## config.mk

```make
export PLATFORM = sky130hd
export DESIGN_NAME = uart_rx
export DESIGN_NICKNAME = d
export VERILOG_FILES = /design/src/rtl/uart_rx.sv
export SDC_FILE = /design/constraint.sdc
export NUM_CORES = 1
export LEC_CHECK = 0
export CAP_MARGIN = 20
export CORE_AREA = 8 8 66 68
export CTS_CLUSTER_DIAMETER = 200
export CTS_CLUSTER_SIZE = 28
export DETAILED_ROUTE_END_ITERATION = 12
export DIE_AREA = 0 0 74 76
export HOLD_SLACK_MARGIN = 0.15
export PLACE_DENSITY_LB_ADDON = 0.25
export SKIP_LAST_GASP = 1
export SLEW_MARGIN = 25
export SYNTH_ARGS = -nofsm -noshare
export SYNTH_HDL_FRONTEND = slang
export SYNTH_SLANG_ARGS = --single-unit
```

## constraint.sdc

```tcl
create_clock -name io_clock -period 2.2 [get_ports io_clock]
set_input_delay 0.44 -clock io_clock [delete_from_list [all_inputs] [get_ports io_clock]]
set_output_delay 0.44 -clock io_clock [all_outputs]
set_load 0.03 [all_outputs]
```

## src/rtl/uart_rx.sv

```systemverilog
// UART 8N1 receiver: two-flop input synchroniser, start/data/stop/break
// sequencer and a single-entry holding register with a valid/ready handshake.
module uart_rx #(
   parameter int CLKS_PER_BIT = 434
) (
   input  logic       io_clock,
   input  logic       io_rst_n,
   input  logic       io_uart_rxd,
   output logic       io_rxData_valid,
   input  logic       io_rxData_ready,
   output logic [7:0] io_rxData_bits,
   output logic       io_frameErr,
   output logic       io_overrun,
   output logic       io_busy
);

   localparam int CNT_W     = $clog2(CLKS_PER_BIT);
   localparam int HALF_BIT  = CLKS_PER_BIT / 2;

   localparam logic [CNT_W-1:0] CNT_ZERO = '0;
   localparam logic [CNT_W-1:0] CNT_ONE  = CNT_W'(1);
   localparam logic [CNT_W-1:0] CNT_MID  = CNT_W'(HALF_BIT - 1);
   localparam logic [CNT_W-1:0] CNT_LAST = CNT_W'(CLKS_PER_BIT - 1);

   typedef enum logic [2:0] {
      IDLE  = 3'd0,
      START = 3'd1,
      DATA  = 3'd2,
      STOP  = 3'd3,
      BREAK = 3'd4
   } state_t;

   state_t           state, state_nxt;
   logic [CNT_W-1:0] cnt, cnt_nxt;
   logic [2:0]       idx, idx_nxt;
   logic [7:0]       shreg, shreg_nxt;

   logic rxd_p0, rxd_p1, rxd_s;
   logic stop_ok, stop_bad;
   logic done_p0, ferr_p0;
   logic take, load;

   // Stage p0/p1: metastability synchroniser, idles high so reset looks like a quiet line
   always_ff @(posedge io_clock or negedge io_rst_n) begin
      if (!io_rst_n) begin
         rxd_p0 <= 1'b1;
         rxd_p1 <= 1'b1;
      end else begin
         rxd_p0 <= io_uart_rxd;
         rxd_p1 <= rxd_p0;
      end
   end

   assign rxd_s = rxd_p1;

   always_ff @(posedge io_clock or negedge io_rst_n) begin
      if (!io_rst_n) begin
         state <= IDLE;
         cnt   <= '0;
         idx   <= '0;
         shreg <= '0;
      end else begin
         state <= state_nxt;
         cnt   <= cnt_nxt;
         idx   <= idx_nxt;
         shreg <= shreg_nxt;
      end
   end

   always_comb begin
      state_nxt = state;
      cnt_nxt   = cnt;
      idx_nxt   = idx;
      shreg_nxt = shreg;
      case (state)
         IDLE: begin
            if (!rxd_s) begin
               state_nxt = START;
               cnt_nxt   = CNT_ZERO;
            end
         end
         START: begin
            // Re-check the line half a bit in; a high level here was a glitch
            if (cnt == CNT_MID) begin
               cnt_nxt   = CNT_ZERO;
               idx_nxt   = 3'd0;
               state_nxt = rxd_s ? IDLE : DATA;
            end else begin
               cnt_nxt = cnt + CNT_ONE;
            end
         end
         DATA: begin
            if (cnt == CNT_LAST) begin
               cnt_nxt   = CNT_ZERO;
               shreg_nxt = {rxd_s, shreg[7:1]};
               if (idx == 3'd7) begin
                  state_nxt = STOP;
               end else begin
                  idx_nxt = idx + 3'd1;
               end
            end else begin
               cnt_nxt = cnt + CNT_ONE;
            end
         end
         STOP: begin
            if (cnt == CNT_LAST) begin
               cnt_nxt   = CNT_ZERO;
               state_nxt = rxd_s ? IDLE : BREAK;
            end else begin
               cnt_nxt = cnt + CNT_ONE;
            end
         end
         BREAK: begin
            if (rxd_s) begin
               state_nxt = IDLE;
            end
         end
         default: begin
            state_nxt = IDLE;
            cnt_nxt   = CNT_ZERO;
         end
      endcase
   end

   always_comb begin
      stop_ok  = 1'b0;
      stop_bad = 1'b0;
      io_busy  = (state != IDLE);
      if (state == STOP && cnt == CNT_LAST) begin
         stop_ok  = rxd_s;
         stop_bad = !rxd_s;
      end
   end

   // Stage p0: stop-bit verdict registered one cycle ahead of delivery
   always_ff @(posedge io_clock or negedge io_rst_n) begin
      if (!io_rst_n) begin
         done_p0 <= 1'b0;
         ferr_p0 <= 1'b0;
      end else begin
         done_p0 <= stop_ok;
         ferr_p0 <= stop_bad;
      end
   end

   assign take = io_rxData_valid && io_rxData_ready;
   assign load = done_p0 && (!io_rxData_valid || take);

   // Stage p1: holding register and one-cycle error pulses
   always_ff @(posedge io_clock or negedge io_rst_n) begin
      if (!io_rst_n) begin
         io_rxData_valid <= 1'b0;
         io_rxData_bits  <= '0;
         io_frameErr     <= 1'b0;
         io_overrun      <= 1'b0;
      end else begin
         io_frameErr <= ferr_p0;
         io_overrun  <= done_p0 && !load;
         if (load) begin
            io_rxData_valid <= 1'b1;
            io_rxData_bits  <= shreg;
         end else if (take) begin
            io_rxData_valid <= 1'b0;
         end
      end
   end

endmodule

```

==> key figures <==
Run status
  – Status: complete, no violations

Die
  – Ports: 16
  – Core Footprint: 3440 µm²
  – Die height: ~76 µm
  – Chip width: between 70 and 80 µm
  – Initial Utilization: 0.524
  – Die ar.: around 5600 µm²
  – Row cnt: 22

Placed design
  – DP Area: roughly 2000 µm²
  – Post-DP HPWL: 2350 µm
  – Global placement routability congestion: 0.841
  – Port buffer count: 15
  – Inst Count DP: between 200 and 250

Setup path
  – R2r setup slk: ~0.32 ns
  – Crit path from: state[1]
  – CP Launch Type: flip-flop
  – Worst Setup EP: io_busy
  – Crit path DAT: 1.60 ns
  – RR Endpoint: idx[2]
  – Nature of the critical path endpoint: output port
  – Worst-path maximum fanout: 8
  – R2r startpoint: cnt[1]
  – Kind of critical path: flip-flop to output port
  – Worst R2R Path Depth: 7
  – Worst EP required: approximately 1.8 ns

Layout
  – Final non-filler cell total: ~230
  – Final net count: approximately 190
  – Final Instance Area: between 2000 and 2500 µm²
  – Layout area overhead: 17.3%
  – Fraction of layout cells with a size suffix above 1: 0.194
  – Fillers: between 200 and 300
  – Antenna diode count: 0

Timing
  – Setup TNS: 0 ns
  – Relative slew slack: 0.461
  – Final Setup Violations: 0
  – Final-report hold violation count: 0
  – RSZ-0062 raised after global routing: false
  – Slew Viols, Final: 0
  – Fmax achieved: between 400 and 500 MHz
  – Least-Margin Pin Slew: slightly above 0.8 ns
  – Period utilisation layout: 0.927
  – Clk_skew: about 0.0040 ns
  – Fin crit period: approximately 2 ns

Min path
  – Worst min path class: input pin to async pin

Clock tree
  – Maximum root-to-sink buffer count: 2
  – Clk Latency, worst-skew pair: about 0.34 ns
  – H-Tree Depth: 2
  – CTS buffer count: 5
  – CTS Hold Buffers Added: 0
  – Sink Count: 38
  – CTS Root Cell: clkbuf_4
  – CTS tree: built
  – Clk slew on worst S/H paths: 0.11 ns

Drt
  – DR pass1 iterations: 4
  – Post-Route WL: 3270 µm
  – Post-route DRC violation count: 0
  – Remaining antenna violation count: 0
  – Vias per Instance: 5.55
  – Iter 0 DRT Violations: 60
  – WL per Instance: approximately 14 µm
  – Via count: ~1.3k

Synthesis
  – Post-synth EDFFs: 0
  – Mapped Cells: between 150 and 200
  – Synth area leader: dfrtp_1
  – Syn_nets: around 170
  – Top post-synthesis cells by count: 36 x dfrtp_1, 24 x nand2_1
  – Asr flop ratio synth: 1.00
  – Avg Inst Size Synth: about 11 µm²
  – Top-area cell type share of the netlist area: 0.499
  – Register area share after synthesis: 0.528
  – Netlist cell types: 42
  – Cell Area, Synth: around 1800 µm²
  – Most frequent cell after synthesis: dfrtp_1
  – Synth warnings: 0
  – Top post-synthesis cells by area: dfrtp_1 50%, mux2_4 6.7%, mux2_2 5.0%
  – Flops & latches, synth: 38
  – Most used DFF post-synth: dfrtp_1

Power
  – VDD IR max: between 200 and 300 µV
  – PD cells: roughly 630 nW/µm²
  – Leakage power: around 0.96 nW

GRT
  – Final global-route overflow total: 0
  – Largest net degree at the start of global routing: 39
  – Initial antenna violation count: 0
  – First-pass GRT wire length: ~5700 µm
  – Total GRT Usage: 0.127
  – Vias in the first global route: roughly 1.3k

Job
  – Max Cap Violations: 0
[cell families (layout without fill, tap and decap cells)]
family | Yosys count | in the layout | share of synthesized area
muxes | 19 | 19 | 0.133
DFF | 38 | 38 | 0.528
and+or+nand+nor | 58 | 58 | 0.173
AOI/OAI and AO/OA | 26 | 26 | 0.0999
buffers and inverters | 12 | 34 | 0.0305
adders and majority gates | 5 | 5 | 0.0347
[cell type report]
class                      count  area [µm²]  area share
clock buffer                   6        51.3      0.0242
clock inverter                 2        60.1      0.0284
inverter                       8        30.0      0.0142
multi-input combinational    108         796       0.376
sequential                    38         953       0.450
tap                           48        60.1      0.0284
timing repair buffer          18         166      0.0786
[sequential cells by signal (all words and copies together), names as in the netlist]
name	count
idx	3
done_p0	1
rxd_p1	1
io_frameErr	1
ferr_p0	1
shreg	8
state	3
rxd_p0	1
io_rxData_bits	8
io_overrun	1
io_rxData_valid	1
cnt	9
[layout by cell type, fill, tap and decap left out, types with 3 or more instances in the layout]
cell type        synthesis  final
buf_4                    0      3
clkbuf_4                 0      5
clkdlybuf4s50_1          0     13
dfrtp_1                 36     36
ha_1                     5      5
inv_1                    8      8
mux2_2                   8      8
mux2_4                   8      8
mux2i_1                  3      3
nand2_1                 24     24
nand3_1                  4      4
nor2_1                   8      8
nor2b_1                  3      3
nor4_1                   3      3
o21ai_0                  6      6
o22ai_1                  5      5
[worst min-delay path by stage]
stage                     startpoint           to  cells after the start
after floorplan             io_rst_n       cnt[0]                      0
after global placement       ferr_p0  io_frameErr                      0
after detailed placement      rxd_p0       rxd_p1                      0
after CTS                   io_rst_n   io_overrun                      1
after global routing        io_rst_n   io_overrun                      1
final                       io_rst_n   io_overrun                      1
[through the flow]
| step | setup WS [ns] | total power [mW] | util | hold WS (ns) |
|---|---|---|---|---|
| after floorplan | 0.483 | 0.718 | - | 0.144 |
| after global placement | 0.319 | 0.736 | 0.583 | 0.336 |
| after detailed placement | 0.302 | 0.736 | 0.583 | 0.347 |
| after CTS | 0.148 | 1.35 | 0.615 | 0.196 |
| after global routing | 0.0941 | 1.38 | 0.615 | 0.233 |
| final | 0.161 | 1.33 | 0.615 | 0.176 |
[what timing repair did]
action	4_1_cts	5_1_grt
setup buffers	0	0
setup endpoints to repair	1	0
endpoints found under the hold margin	0	0
gates resized for setup	1	0
[where the power goes]
part / internal [mW] / leakage, nW / switching (mW)
clock: 0.385 / 0.0585 / 0.226
combinational: 0.00428 / 0.394 / 0.0131
sequential: 0.702 / 0.509 / 0.00242
total: 1.09 / 0.962 / 0.241
[critical path, stage by stage (launching register included)]
cell           delay [ns]
dfrtp_1              0.49
or3_1                0.40
dlygate4sd2_1        0.37
[metal layers]
| layer | up-vias | global-route usage | part of all wire |
|---|---|---|---|
| li1 | 613 | - | - |
| met1 | 630 | 0.141 | 0.43 |
| met2 | 15 | 0.210 | 0.50 |
| met3 | 8 | 0.0316 | 0.043 |
| met4 | 0 | 0.0720 | 0.022 |
| met5 | - | 0 | 0 |
No activity file was read; power rests on OpenSTA's default activity.
